<file path="config.mk">
export PLATFORM = sky130hd
export DESIGN_NAME = uart_frame_tx
export DESIGN_NICKNAME = d
export VERILOG_FILES = /design/src/rtl/uart_link_pkg.sv /design/src/rtl/uart_baud_gen.sv /design/src/rtl/uart_frame_tx.sv
export SDC_FILE = /design/constraint.sdc
export NUM_CORES = 1
export LEC_CHECK = 0
export ABC_AREA = 1
export CAP_MARGIN = 5
export CORE_MARGIN = 4
export CORE_UTILIZATION = 50
export CTS_CLUSTER_DIAMETER = 100
export DETAILED_ROUTE_END_ITERATION = 6
export GPL_ROUTABILITY_DRIVEN = 0
export PLACE_DENSITY = 0.75
export SLEW_MARGIN = 10
export SYNTH_ARGS = -nofsm -noshare
export SYNTH_HDL_FRONTEND = slang
export SYNTH_SLANG_ARGS = --single-unit
</file>
<file path="constraint.sdc">
create_clock -name clk -period 2.8 [get_ports clk]
set_input_delay 0.84 -clock clk [delete_from_list [all_inputs] [get_ports clk]]
set_output_delay 0.84 -clock clk [all_outputs]
set_load 0.03 [all_outputs]
</file>
<file path="src/rtl/uart_link_pkg.sv">
// Constants and FSM encoding shared by the clocked-UART transmitter and receiver.
package uart_link_pkg;

  localparam int unsigned DATA_W     = 8;
  localparam logic        START_BIT  = 1'b0;
  localparam logic        STOP_BIT   = 1'b1;
  localparam logic        IDLE_LVL   = 1'b1;
  localparam int unsigned FRAME_BITS = DATA_W + 2;
  localparam int unsigned WORDS      = 2;

  typedef enum logic [2:0] {
    IDLE,
    WAIT_EDGE,
    START,
    DATA,
    STOP
  } tx_state_e;

endpackage

</file>
<file path="src/rtl/uart_baud_gen.sv">
// Free-running link clock divider; flags the clk cycle that ends in a uart_clk falling edge.
module uart_baud_gen #(
  parameter int unsigned CLK_DIV = 4
) (
  input  logic clk,
  input  logic rst_n,
  output logic uart_clk_o,
  output logic fall_tick_c
);

  localparam int unsigned DIV_W = (CLK_DIV > 1) ? $clog2(CLK_DIV) : 1;

  logic [DIV_W-1:0] div_q, div_d;
  logic             uart_clk_q, uart_clk_d;
  logic             term_c;

  // Terminal count toggles the link clock and restarts the divider.
  always_comb begin
    term_c      = (div_q == DIV_W'(CLK_DIV - 1));
    div_d       = term_c ? '0 : div_q + DIV_W'(1);
    uart_clk_d  = term_c ? ~uart_clk_q : uart_clk_q;
    fall_tick_c = term_c & uart_clk_q;
  end

  always_ff @(posedge clk or negedge rst_n) begin
    if (!rst_n) begin
      div_q      <= '0;
      uart_clk_q <= 1'b0;
    end else begin
      div_q      <= div_d;
      uart_clk_q <= uart_clk_d;
    end
  end

  assign uart_clk_o = uart_clk_q;

endmodule

</file>
<file path="src/rtl/uart_frame_tx.sv">
// Two-word framed serializer: start, data MSB first, stop; frames back to back, line idle high.
module uart_frame_tx
  import uart_link_pkg::*;
#(
  parameter int unsigned CLK_DIV = 4,
  parameter int unsigned DATA_W  = uart_link_pkg::DATA_W
) (
  input  logic              clk,
  input  logic              rst_n,
  input  logic              send,
  input  logic [DATA_W-1:0] storage_1,
  input  logic [DATA_W-1:0] storage_2,
  output logic              uart_clk,
  output logic              uart_data,
  output logic              busy,
  output logic              done
);

  localparam int unsigned CNT_W = (DATA_W > 1) ? $clog2(DATA_W) : 1;

  tx_state_e         state_q, state_d;
  logic [DATA_W-1:0] shift_q, shift_d;
  logic [DATA_W-1:0] word2_q, word2_d;
  logic [CNT_W-1:0]  bit_cnt_q, bit_cnt_d;
  logic              word_idx_q, word_idx_d;
  logic              data_q, data_d;
  logic              busy_q, busy_d;
  logic              done_q, done_d;
  logic              fall_tick_c;

  uart_baud_gen #(.CLK_DIV(CLK_DIV)) u_baud (
    .clk        (clk),
    .rst_n      (rst_n),
    .uart_clk_o (uart_clk),
    .fall_tick_c(fall_tick_c)
  );

  // Line changes only on the clk edge that also drops uart_clk.
  always_comb begin
    state_d    = state_q;
    shift_d    = shift_q;
    word2_d    = word2_q;
    bit_cnt_d  = bit_cnt_q;
    word_idx_d = word_idx_q;
    data_d     = data_q;
    busy_d     = busy_q;
    done_d     = 1'b0;
    case (state_q)
      IDLE: begin
        data_d = IDLE_LVL;
        if (send && !busy_q) begin
          shift_d    = storage_1;
          word2_d    = storage_2;
          word_idx_d = 1'b0;
          busy_d     = 1'b1;
          state_d    = WAIT_EDGE;
        end
      end
      WAIT_EDGE: begin
        if (fall_tick_c) begin
          data_d  = START_BIT;
          state_d = START;
        end
      end
      START: begin
        if (fall_tick_c) begin
          data_d    = shift_q[DATA_W-1];
          shift_d   = shift_q << 1;
          bit_cnt_d = CNT_W'(DATA_W - 1);
          state_d   = DATA;
        end
      end
      DATA: begin
        if (fall_tick_c) begin
          if (bit_cnt_q == '0) begin
            data_d  = STOP_BIT;
            state_d = STOP;
          end else begin
            data_d    = shift_q[DATA_W-1];
            shift_d   = shift_q << 1;
            bit_cnt_d = bit_cnt_q - CNT_W'(1);
          end
        end
      end
      STOP: begin
        if (fall_tick_c) begin
          if (word_idx_q == 1'b0) begin
            shift_d    = word2_q;
            word_idx_d = 1'b1;
            data_d     = START_BIT;
            state_d    = START;
          end else begin
            data_d  = IDLE_LVL;
            done_d  = 1'b1;
            busy_d  = 1'b0;
            state_d = IDLE;
          end
        end
      end
      default: begin
        data_d  = IDLE_LVL;
        busy_d  = 1'b0;
        state_d = IDLE;
      end
    endcase
  end

  always_ff @(posedge clk or negedge rst_n) begin
    if (!rst_n) begin
      state_q    <= IDLE;
      shift_q    <= '0;
      word2_q    <= '0;
      bit_cnt_q  <= '0;
      word_idx_q <= 1'b0;
      data_q     <= IDLE_LVL;
      busy_q     <= 1'b0;
      done_q     <= 1'b0;
    end else begin
      state_q    <= state_d;
      shift_q    <= shift_d;
      word2_q    <= word2_d;
      bit_cnt_q  <= bit_cnt_d;
      word_idx_q <= word_idx_d;
      data_q     <= data_d;
      busy_q     <= busy_d;
      done_q     <= done_d;
    end
  end

  assign uart_data = data_q;
  assign busy      = busy_q;
  assign done      = done_q;

endmodule

</file>
==> impl_metrics.yaml, run 1 <==
placement:
  dp.final_hpwl_microns: 2360
  port_bufs: 22
logic_synthesis:
  synth.lib_cells_used.distinct: 19
  synth_edf_count: 0
  synth_top_area_share_pct: 46.0
  postSynth.topFlopCell: "dfrtp_1"
  synth-async-reset-ratio_pct: 100
  syn-num-nets: 212
  synthMostInstantiatedCell: "nand2_1"
  synthesis.area_per_instance_sq_um: 8.02
  synthCells: 190
  synth.yosys.seq_area_share_pct: 47.7
  synth.top_cells.by_count: "nand2_1, nand3_1, dfrtp_1"
  ys_warn_count: 0
  synth.cell_area_sq_um: 1520
  yosys-top-cells-area: "dfrtp_1, nand2_1, nand3_1"
  synth-seq-cells: 29
  yosys.area.top_type: "dfrtp_1"
detailed_routing:
  drt-vias-per-instance: 5.34
  wl_per_cell_microns: 12.6
  num_vias: 1336
  detailedRoute.firstPassIterationCount: 4
  drt_iter0_drc: 68
  drc: 0
  routed_wirelength_microns: 3160
  drt.antenna.violating_nets: 0
cts:
  cts_num_sinks: 29
  tritoncts_clock_tree: "yes"
  clk_root_buffer_cell: "clkbuf_4"
  cts-resized-gates: 0
  numCtsBuffers: 5
  clk_transition_reported_paths_ns: 0.08
  cts.hold.buffers_added: 0
  htreeDepth: 2
  clockBufferDepth: 2
  post_cts_buffers: 0
  clock_latency_at_the_later_pin_of_the_worst_skew_pair_ns: 0.33
timing:
  grt_setup_unrepaired: "no"
  finalWorstPathRequiredPeriod_ns: 2.36
  max_freq_mhz: 423
  worst_clock_skew_ns: 0.00657
  timing_hold_violations_final: 0
  tightestPinTransition_ns: 0.549
  final.period_utilization_pct: 84.4
  setup_viol: 0
  timing_max_transition_violations_final: 0
  fin_setup_tns_ns: 0
  timing.slew.headroom_pct: 63.4
layout:
  multiInputGateArea_sq_um: 723
  num-nets-final: 240
  n_antenna_cell: 0
  sequential_cell_area_sq_um: 727
  nFillCells: 253
  area_growth_syn_to_layout_pct: 19.7
  post_route_cells_drive_above_1_share_pct: 11.0
  final_core_utilization_pct: 64.5
floorplanning:
  core-area_sq_um: 2830
  floorplan.die_area_sq_um: 3990
  fp.dieH_microns: 63.2
  starting_utilization_of_the_core_area_pct: 53.9
  floorplan.io_pins: 23
  die_x_extent_microns: 63.2
  placement_rows: 19
setup_path:
  cp_slowest_cell: "clkdlybuf4s50_1"
  crit_buf_inv: 1
  regToRegStartpoint: "state_q[2]"
  critical-path-max-stage-delay_ns: 0.66
  ff2ff_path_depth: 8
  crit_path_from: "uart_data"
  worstReg2RegEnd: "shift_q[0]"
  reg2reg_slack_ns: 1.11
  path_max_fanout: 2
  cp.required_ns: 1.96
  path_cells: "clkdlybuf4s50_1"
  critPathCaptureType: "output port"
  setup.worst_path.class: "reg2out"
  setup.worst_path.start_class: "flop"
  cp_top_family: "buffers and inverters"
  critPathArrivalTime_ns: 1.52
status:
  run_status: "complete, no violations"
grt:
  vias_in_the_first_global_route: 1249
  grt_use_total_pct: 17.9
  grt_overflow_total: 0
  grt_start_max_net_pins: 30
  initial_antenna_violation_count: 0
  grt_pass1_wl_microns: 5630
power:
  cellLeakagePower_nw: 0.927
  vdd_ir_drop_max_v: 0.000632
  power-per-cell-area_nw_per_um2: 1030
hold_path:
  min_delay_worst_endpoint: "u_baud.div_q[0]"
  hold_depth: 1
  holdCritStartpoint: "u_baud.div_q[0]"
  hold_path_class: "reg2reg"
run:
  max_cap_violations: 0
where the power goes:
part | switching (W) | leakage [nW] | internal, W
clock network | 0.000137 | 0.0265 | 0.0000998
logic | 0.000588 | 0.540 | 0.000319
registers | 0.000136 | 0.360 | 0.000591
total | 0.000861 | 0.927 | 0.00101
metrics by stage:
step | instances | cell area [sq um] | power, W | worst slack (ns) | hold slack (ns)
floorplan | 190 | 1520 | 0.00143 | 1.29 | 0.403
global placement | 242 | 1780 | 0.00161 | 0.746 | 0.414
detailed placement | 242 | 1780 | 0.00164 | 0.669 | 0.429
CTS | 250 | 1820 | 0.00188 | 0.413 | 0.440
global route | 250 | 1820 | 0.00207 | 0.385 | 0.485
finish | 250 | 1820 | 0.00187 | 0.436 | 0.435
worst max path at each step:
stage / end / slack, ns / cells past startpoint
floorplan: shift_q[0] / 1.29 / 7
global placement: shift_q[1] / 0.75 / 8
detailed placement: shift_q[0] / 0.67 / 8
CTS: uart_data / 0.41 / 1
global route: uart_data / 0.38 / 1
finish: uart_data / 0.44 / 1
cells in the final DEF (no fill, tap or decap), drive strengths merged:
| cell type | count |
|---|---|
| nand2 | 69 |
| nand3 | 45 |
| dfrtp | 28 |
| clkdlybuf4s50 | 22 |
| nor2 | 18 |
| inv | 14 |
| o21ai | 8 |
| clkbuf | 8 |
| ha | 3 |
| clkinv | 1 |
| a22oi | 1 |
| buf | 1 |
| dfstp | 1 |
sequential cells by signal, indices dropped and copies added, names as in the netlist:
| register | flops |
|---|---|
| shift_q | 8 |
| word2_q | 8 |
| bit_cnt_q | 3 |
| state_q | 3 |
| u_baud.div_q | 2 |
| busy | 1 |
| done | 1 |
| u_baud.uart_clk_o | 1 |
| uart_data | 1 |
| word_idx_q | 1 |
metal layers:
layer	up-vias	global-route usage (%)	wire length [microns]
li1	675	-	-
met1	608	24.2	1420
met2	48	26.1	1460
met3	5	4.62	242
met4	0	9.70	40
met5	-	0	0
cell families (layout without fill, tap and decap cells):
logic type / count (synthesis) / count (layout) / share of synthesized area [%]
AND/OR/NAND/NOR: 132 / 132 / 41.9
adder cells (fa/ha/maj): 3 / 3 / 2.46
flip-flops: 29 / 29 / 47.7
AO/OA/AOI/OAI: 9 / 9 / 3.12
buffers and inverters: 17 / 46 / 4.84
cell type report:
class	instances	share of cell area, %
Clock buffer	8	2.67
Inverter	15	3.22
Multi-Input combinational cell	144	39.6
Sequential cell	29	39.8
Tap cell	31	2.13
Timing Repair Buffer	23	12.5
Note: power is estimated with default switching activity, not from simulation.
==> run 2: changes to the inputs <==
==> constraint.sdc (replaced) <==
create_clock -name clk -period 2.29 [get_ports clk]
set_input_delay 0.687 -clock clk [delete_from_list [all_inputs] [get_ports clk]]
set_output_delay 0.687 -clock clk [all_outputs]
set_load 0.03 [all_outputs]
==> results of run 2 <==
Same layout as run 1 (identical final DEF). Status: complete, no violations.
Among the figures that moved: setup slack after placement 0.669 ns -> 0.312 ns; setup slack after layout 0.436 ns -> 0.0794 ns; register-to-register setup slack 1.11 ns -> 0.60 ns; total power 0.00187 W -> 0.00229 W; worst IR drop on VDD 0.000632 V -> 0.000773 V
